==> config.mk <==
export PLATFORM = sky130hd
export DESIGN_NAME = adder_sequencer
export DESIGN_NICKNAME = d
export VERILOG_FILES = /design/src/rtl/adder_sequencer.sv
export SDC_FILE = /design/constraint.sdc
export NUM_CORES = 1
export LEC_CHECK = 0
export ABC_AREA = 1
export CAP_MARGIN = 20
export CORE_ASPECT_RATIO = 1.1
export CORE_MARGIN = 5
export CORE_UTILIZATION = 35
export DETAILED_ROUTE_END_ITERATION = 10
export SYNTH_ARGS = -nofsm -noshare
export SYNTH_HDL_FRONTEND = slang
export SYNTH_SLANG_ARGS = --single-unit
==> constraint.sdc <==
create_clock -name clock -period 3.7 [get_ports clock]
set_clock_uncertainty 0.1 [all_clocks]
set_input_delay 0.37 -clock clock [delete_from_list [all_inputs] [get_ports clock]]
set_output_delay 0.37 -clock clock [all_outputs]
set_load 0.005 [all_outputs]
==> src/rtl/adder_sequencer.sv <==
// adder_sequencer: limb-serial multi-word adder (one 8-bit adder, one limb per clock).
// Ports: clock/resetN (async active-low), reqValid/reqReady + a/b/carryIn request,
//        rspValid/rspReady + sum/carryOut response, busy (ADD or DONE).
// Option: define ADDER_SEQ_SUB_EN to add input sub; sub=1 computes a + ~b + 1
//         (carryIn ignored) and carryOut=1 means no borrow.
module adder8 (
  input  logic [7:0] i_a,
  input  logic [7:0] i_b,
  input  logic       i_c,
  output logic [7:0] o_s,
  output logic       o_c
);
  assign {o_c, o_s} = {1'b0, i_a} + {1'b0, i_b} + {8'd0, i_c};
endmodule

module adder_sequencer #(
  parameter int WORDS = 4
) (
  input  logic               clock,
  input  logic               resetN,
  input  logic               reqValid,
  output logic               reqReady,
  input  logic [8*WORDS-1:0] a,
  input  logic [8*WORDS-1:0] b,
  input  logic               carryIn,
`ifdef ADDER_SEQ_SUB_EN
  input  logic               sub,
`endif
  output logic               rspValid,
  input  logic               rspReady,
  output logic [8*WORDS-1:0] sum,
  output logic               carryOut,
  output logic               busy
);
  localparam int IW = (WORDS > 1) ? $clog2(WORDS) : 1;
  typedef enum logic [1:0] {IDLE, ADD, DONE} state_t;
  state_t             r_state, w_next;
  logic [8*WORDS-1:0] r_a, r_b, r_sum;
  logic [IW-1:0]      r_idx;
  logic               r_carry, r_cout;
  logic [7:0]         w_a_limb, w_b_limb, w_b_op, w_s;
  logic               w_c, w_last, w_accept, w_cin;
`ifdef ADDER_SEQ_SUB_EN
  logic r_sub;
  assign w_b_op = r_sub ? ~w_b_limb : w_b_limb;
  // subtraction seeds the carry chain with 1 to form the two's complement of b
  assign w_cin  = sub | carryIn;
`else
  assign w_b_op = w_b_limb;
  assign w_cin  = carryIn;
`endif
  assign w_last   = r_idx == IW'(WORDS - 1);
  assign w_accept = reqValid && reqReady;
  always_comb begin
    w_a_limb = '0;
    w_b_limb = '0;
    for (int i = 0; i < WORDS; i++)
      if (r_idx == IW'(i)) begin
        w_a_limb = r_a[8*i +: 8];
        w_b_limb = r_b[8*i +: 8];
      end
  end
  adder8 u_add (.i_a(w_a_limb), .i_b(w_b_op), .i_c(r_carry), .o_s(w_s), .o_c(w_c));
  always_ff @(posedge clock or negedge resetN)
    if (!resetN) r_state <= IDLE;
    else r_state <= w_next;
  always_comb
    w_next = (r_state == IDLE) ? (reqValid ? ADD : IDLE) :
             (r_state == ADD)  ? (w_last ? DONE : ADD) :
             (r_state == DONE) ? (rspReady ? IDLE : DONE) : IDLE;
  always_comb begin
    reqReady = r_state == IDLE;
    rspValid = r_state == DONE;
    busy     = (r_state == ADD) || (r_state == DONE);
  end
  always_ff @(posedge clock or negedge resetN)
    if (!resetN) begin
      r_a     <= '0;
      r_b     <= '0;
      r_idx   <= '0;
      r_carry <= 1'b0;
      r_sum   <= '0;
      r_cout  <= 1'b0;
`ifdef ADDER_SEQ_SUB_EN
      r_sub   <= 1'b0;
`endif
    end else if (w_accept) begin
      r_a     <= a;
      r_b     <= b;
      r_idx   <= '0;
      r_carry <= w_cin;
`ifdef ADDER_SEQ_SUB_EN
      r_sub   <= sub;
`endif
    end else if (r_state == ADD) begin
      for (int i = 0; i < WORDS; i++)
        if (r_idx == IW'(i)) r_sum[8*i +: 8] <= w_s;
      r_carry <= w_c;
      r_idx   <= r_idx + IW'(1);
      if (w_last) r_cout <= w_c;
    end
  assign sum      = r_sum;
  assign carryOut = r_cout;
endmodule

==> results.md, run 1 <==
* Placed Area at 6040 sq um
* Switching part of the total at 42.8%
* 1st-iter DRT viols at 234
* Leakage power at 3.24 nW
* Largest net degree at the start of global routing at 69
* Setup violators final at 0
* Post-DP HPWL at 9440 um
* CTS Hold Buffers Added at 1
* Mean routed wirelength per cell at 14.0 um
* Startpoint Class: flop
* Sw power at 2.49 mW
* Setup ws final at 0.510 ns
* Worst-path fanout max at 11
* Placed insts at 874
* Post-route ant nets at 0
* Gate power share at 51.4%
* Int Power at 3.32 mW
* Crit-path cells: inv_1 > ha_1 > inv_1 > nand2_1 > nand2_1 > o21ai_0 > fa_1 > fa_1 > inv_1 > nand2_1 > a21oi_1 > xor2_1 > nand2_1 > nand2_1
* Top cell type's share of synthesized area at 52.7%
* CTS buffer count at 9
* Critical setup path kind: reg2reg
* Synth Warn # at 0
* Cell Area, Synth at 4840 sq um
* Max Cap Viol at 0
* Drt first pass iters at 5
* Most frequent cells after synthesis: nand2_1 (319), dfrtp_1 (102), o21ai_0 (32)
* Fin cells at 891
* Die Span X at 122 um
* Util after Layout at 46.2%
* Final Slew Violations at 0
* Core box area at 13700 sq um
* Htree depth at 3
* Vias at 4119
* Die Area at 16300 sq um
* Fin. Hold Viols at 0
* Peak VDD IR at 0.280 mV
* Die Y at 133 um
* Synth Flop Type: dfrtp_1
* Clk buf depth at 2
* Final net count at 784
* Finished Cell Area at 6320 sq um
* Worst hold path class: reg2reg
* Power Total at 5.81 mW
* Critical Path Most Common Cell: nand2_1
* Vias in the first global route at 4209
* Post-synthesis cell type count at 31
* Most numerous cell in the Yosys netlist: nand2_1
* Ranking of synthesized cells by area: dfrtp_1 (53%), nand2_1 (25%), ha_1 (3.9%)
* Drc violations at 0
* Crit share post-route at 86.2%
* Synth Area per Inst at 8.05 sq um
* Worst Path Buf+Inv at 3
* CTS tree: built
* Pre-CTS setup slack at 0.523 ns
* Outcome: finished, final reports clean
* N_diodes at 0
* Flop pwr share at 33.6%
* Worst EP required at 3.88 ns
* DR vias/cell at 4.62
* Post-CTS setup buffers at 0
* TNS Setup at 0 ns
* Max-slew headroom at 55.2%
* Worst path slowest cell: fa_1
* Clock Sinks at 102
* Total track usage at 15.9%
* Worst-Margin Slew at 0.672 ns
* Top delay family on crit path: adder cells
* Area delta synth->final at 30.4%
* First-pass GRT wire length at 20700 um
* Power per cell area at 919 nW/um^2
* Max incr delay on CP at 0.45 ns
* Dominant cell type by area after synthesis: dfrtp_1
* Gpl congestion at 0.858
* Post-Route WL at 12500 um
* Global route overflow at 0
* Row cnt at 45
* Port Buf Inserts at 104
* Syn nets at 688
* Synthesized flop and latch total at 102
* Clock slew at reported path FFs at 0.07 ns
* Fin crit period at 3.19 ns
* Fin Hold WS at 0.378 ns
* Worst EP arrival at 3.37 ns
* Clock Latency Late Sink at 0.34 ns
* Num ports at 105
* Root Driver: clkbuf_16
* RSZ-0062 raised after global routing: no
* Post-CTS resize count at 0
* Syn Inst Count at 602
* Initial antenna violation count at 0
* Number of flops mapped to enable cells by yosys at 0
* CP endpoint kind: flop
* Share of cells above drive strength 1 at 4.98%
* Async set-reset flop share out of synthesis at 100%
* Register area share after synthesis at 52.7%
* Clk network pwr share at 15.0%
* Fmax at 313 MHz
* Initial Util at 35.4%
==> metal layers <==
metal	global-route usage (%)	vias to the layer above	share of wire, %
met3	3.44	12	5.6
met4	5.16	0	1.3
li1	-	2078	-
met2	25.2	112	47
met5	0	-	0
met1	21.9	1917	46
==> flip-flops by register name, indices dropped and copies added (netlist names) <==
name,count
r_idx,2
sum,32
carryOut,1
r_b,32
r_carry,1
r_a,32
r_state,2
==> final cells by class <==
| cell class | instances | area [sq um] |
|---|---|---|
| clock buffers | 13 | 250 |
| clock inverters | 3 | 20.0 |
| fillers | 1366 | 7360 |
| inverters | 28 | 105 |
| multi-input cells | 444 | 2050 |
| flip-flops and latches | 102 | 2550 |
| well taps | 188 | 235 |
| repair buffers | 113 | 1110 |
==> final timing paths <==
path / start / endpoint / slack (ns) / depth (start not counted)
max in group asynchronous: resetN / r_a[0]$_DFFE_PN0P_ / 2.27 / 3
setup reg to reg: r_idx[0]$_DFFE_PN0P_ / sum[4]$_DFFE_PN0P_ / 0.51 / 14
hold reg to reg: r_a[7]$_DFFE_PN0P_ / r_a[7]$_DFFE_PN0P_ / 0.38 / 2
min in group asynchronous: resetN / sum[24]$_DFFE_PN0P_ / 0.40 / 2
hold / removal: r_a[7]$_DFFE_PN0P_ / r_a[7]$_DFFE_PN0P_ / 0.38 / 2
setup / recovery: r_idx[0]$_DFFE_PN0P_ / sum[4]$_DFFE_PN0P_ / 0.51 / 14
==> cell usage in the layout, fill, tap and decap left out, types with 2 or more instances in the layout <==
master and count:
clkbuf_1 3, fa_1 2, a21oi_1 14, xor2_1 2, a31oi_1 7, a21o_1 7
dfrtp_1 102, buf_4 9, o21ai_2 3, inv_2 4, nand2_2 3, clkdlybuf4s50_1 103
nand3b_1 2, nand3_1 19, clkbuf_16 9, a22oi_1 3, o21ai_0 32, nor2_1 8
clkinvlp_4 2, ha_1 15, inv_1 24, nand2_1 319
==> power groups by stage <==
stage | clock network, mW | logic, mW | registers [mW]
detailed placement | 0 | 3.00 | 1.97
finish | 0.869 | 2.98 | 1.95
global route | 0.935 | 3.39 | 2.01
CTS | 0.886 | 3.03 | 1.95
floorplan | 0 | 1.95 | 1.89
global placement | 0 | 2.93 | 1.96
==> worst reg2reg max path: cells and delay by family (launching register included) <==
family	cells	cell delay, ns
adders and majority gates	3	1.19
buffers and inverters	3	0.45
AOI/OAI and AO/OA	2	0.32
and+or+nand+nor	5	0.37
xor gates and xnor gates	1	0.33
DFF	1	0.38
==> kinds of logic after synthesis <==
logic type	count (synthesis)	synth area share [%]
AO/OA/AOI/OAI	70	8.32
adder cells (fa/ha/maj)	17	4.70
XOR/XNOR	3	0.542
AND/OR/NAND/NOR	354	28.7
flip-flops	102	52.7
buffers and inverters	56	5.06
Note: power is estimated with default switching activity, not from simulation.
==> inputs of run 2 (changes only) <==
- SLEW_MARGIN: unset -> 30
==> results of run 2 <==
The final DEF is identical to that of run 1; final timing and power are the same.
==> inputs of run 3 (changes only) <==
- REMOVE_ABC_BUFFERS: unset -> 1
==> results.md, run 3 (same netlist as run 1, synthesis figures left out) <==
* Outcome: finished, final reports clean
* Fmax at 319 MHz
* Final Slew Violations at 0
* Die Area at 16300 sq um
* Post-Route WL at 12100 um
* DR vias/cell at 4.62
* Fin crit period at 3.13 ns
* CP endpoint kind: flop
* Row cnt at 45
* Drt first pass iters at 4
* Fin. Hold Viols at 0
* Largest net degree at the start of global routing at 75
* Initial antenna violation count at 0
* Drc violations at 0
* Fin cells at 889
* M1 WL at 5510 um
* Met3 routed WL at 585 um
* Final net count at 784
* Power per cell area at 913 nW/um^2
* Num ports at 105
* Gpl congestion at 0.811
* Die Y at 133 um
* Placed insts at 874
* Filler cells at 1399
* Total track usage at 15.5%
* Peak VDD IR at 0.304 mV
* Crit share post-route at 84.7%
* RR Startpoint: r_idx[0]$_DFFE_PN0P_
* Critical setup path kind: reg2reg
* Met2 WL at 5850 um
* Post-DP HPWL at 8980 um
* RSZ-0062 raised after global routing: no
* Port Buf Inserts at 104
* Area delta synth->final at 30.6%
* Worst EP arrival at 3.31 ns
* Max-slew headroom at 55.0%
* Share of cells above drive strength 1 at 4.99%
* Post-route ant nets at 0
* Mean routed wirelength per cell at 13.6 um
* Most frequent cells in the layout: nand2_1 (319), clkdlybuf4s50_1 (103), dfrtp_1 (102), o21ai_0 (32), inv_1 (24)
* Leakage power at 3.25 nW
* Vias at 4110
* CTS buffer count at 9
* Clk buf depth at 2
* Setup crit start: r_idx[0]$_DFFE_PN0P_
* Htree depth at 3
* CTS tree: built
* Core box area at 13700 sq um
* Worst-Margin Slew at 0.675 ns
* Vias in the first global route at 4134
* Max Cap Viol at 0
* Worst EP required at 3.88 ns
* Root Driver: clkbuf_16
* Top Layer Used: met4
* Global route overflow at 0
* Leading cell type in the layout, fill and taps excluded: nand2_1
* Clock Latency Late Sink at 0.34 ns
* Worst hold path class: reg2reg
* Hold Startpoint: r_b[25]$_DFFE_PN0P_
* Clock slew at reported path FFs at 0.07 ns
* Post-CTS setup buffers at 0
* Clock Sinks at 102
* Startpoint Class: flop
* Worst-path fanout max at 10
* Setup violators final at 0
* Util after Layout at 46.2%
* Die Span X at 122 um
* Initial Util at 35.4%
* TNS Setup at 0 ns
* 1st-iter DRT viols at 254
* First-pass GRT wire length at 20300 um
* N_diodes at 0
[run 3: power by group]
group	switching (mW)	total [mW]	internal (mW)
Combinational	1.75	2.96	1.21
Clock	0.379	0.882	0.503
Sequential	0.291	1.93	1.64
[run 3: path summary, 6_finish.rpt]
check                                      endpoint  slack, ns  cells after the start
max in group asynchronous       r_a[21]$_DFFE_PN0P_       2.29                      3
worst min register to register  r_b[25]$_DFFE_PN0P_       0.37                      2
min in group asynchronous        r_a[1]$_DFFE_PN0P_       0.52                      2
worst min-delay path            r_b[25]$_DFFE_PN0P_       0.37                      2
worst max register to register  sum[20]$_DFFE_PN0P_       0.57                     13
worst max-delay path            sum[20]$_DFFE_PN0P_       0.57                     13
[run 3: worst max-delay path, cell delays in order (launching register included)]
cell and delay (ns):
dfrtp_1 0.40, inv_1 0.13, ha_1 0.45, inv_1 0.18, nand2_1 0.10, a22oi_1 0.08
fa_1 0.42, fa_1 0.42, inv_1 0.07, nand2_1 0.06, a21oi_1 0.21, xor2_1 0.32
nand2_1 0.09, nand2_1 0.06
[run 3: area by class of cell]
cell class | instances | area, sq um | share of cell area (%)
clock buffers | 13 | 270 | 4.27
clock inverters | 1 | 5.00 | 0.0791
inverters | 28 | 105 | 1.66
multi-input cells | 444 | 2050 | 32.4
flip-flops and latches | 102 | 2550 | 40.3
well taps | 188 | 235 | 3.72
repair buffers | 113 | 1110 | 17.6
[run 3: layer usage]
metal	GRT usage, %	vias to the layer above
met1	21.1	1923
met4	5.23	0
met5	0	-
li1	-	2082
met3	2.34	10
met2	25.4	95
[run 3: stage by stage]
step	instance area (sq um)	hold WS, ns	total power [mW]	setup slack, ns
floorplan	4700	-0.0256	3.77	0.721
global placement	6040	0.358	4.84	0.719
detailed placement	6040	0.361	4.93	0.598
CTS	6310	0.116	5.83	0.577
global route	6330	0.392	6.33	0.190
finish	6330	0.373	5.78	0.567
[run 3: timing repair]
action	in CTS	in global routing
hold endpoints to repair	0	2
hold buffers	0	1
resized for setup	0	0
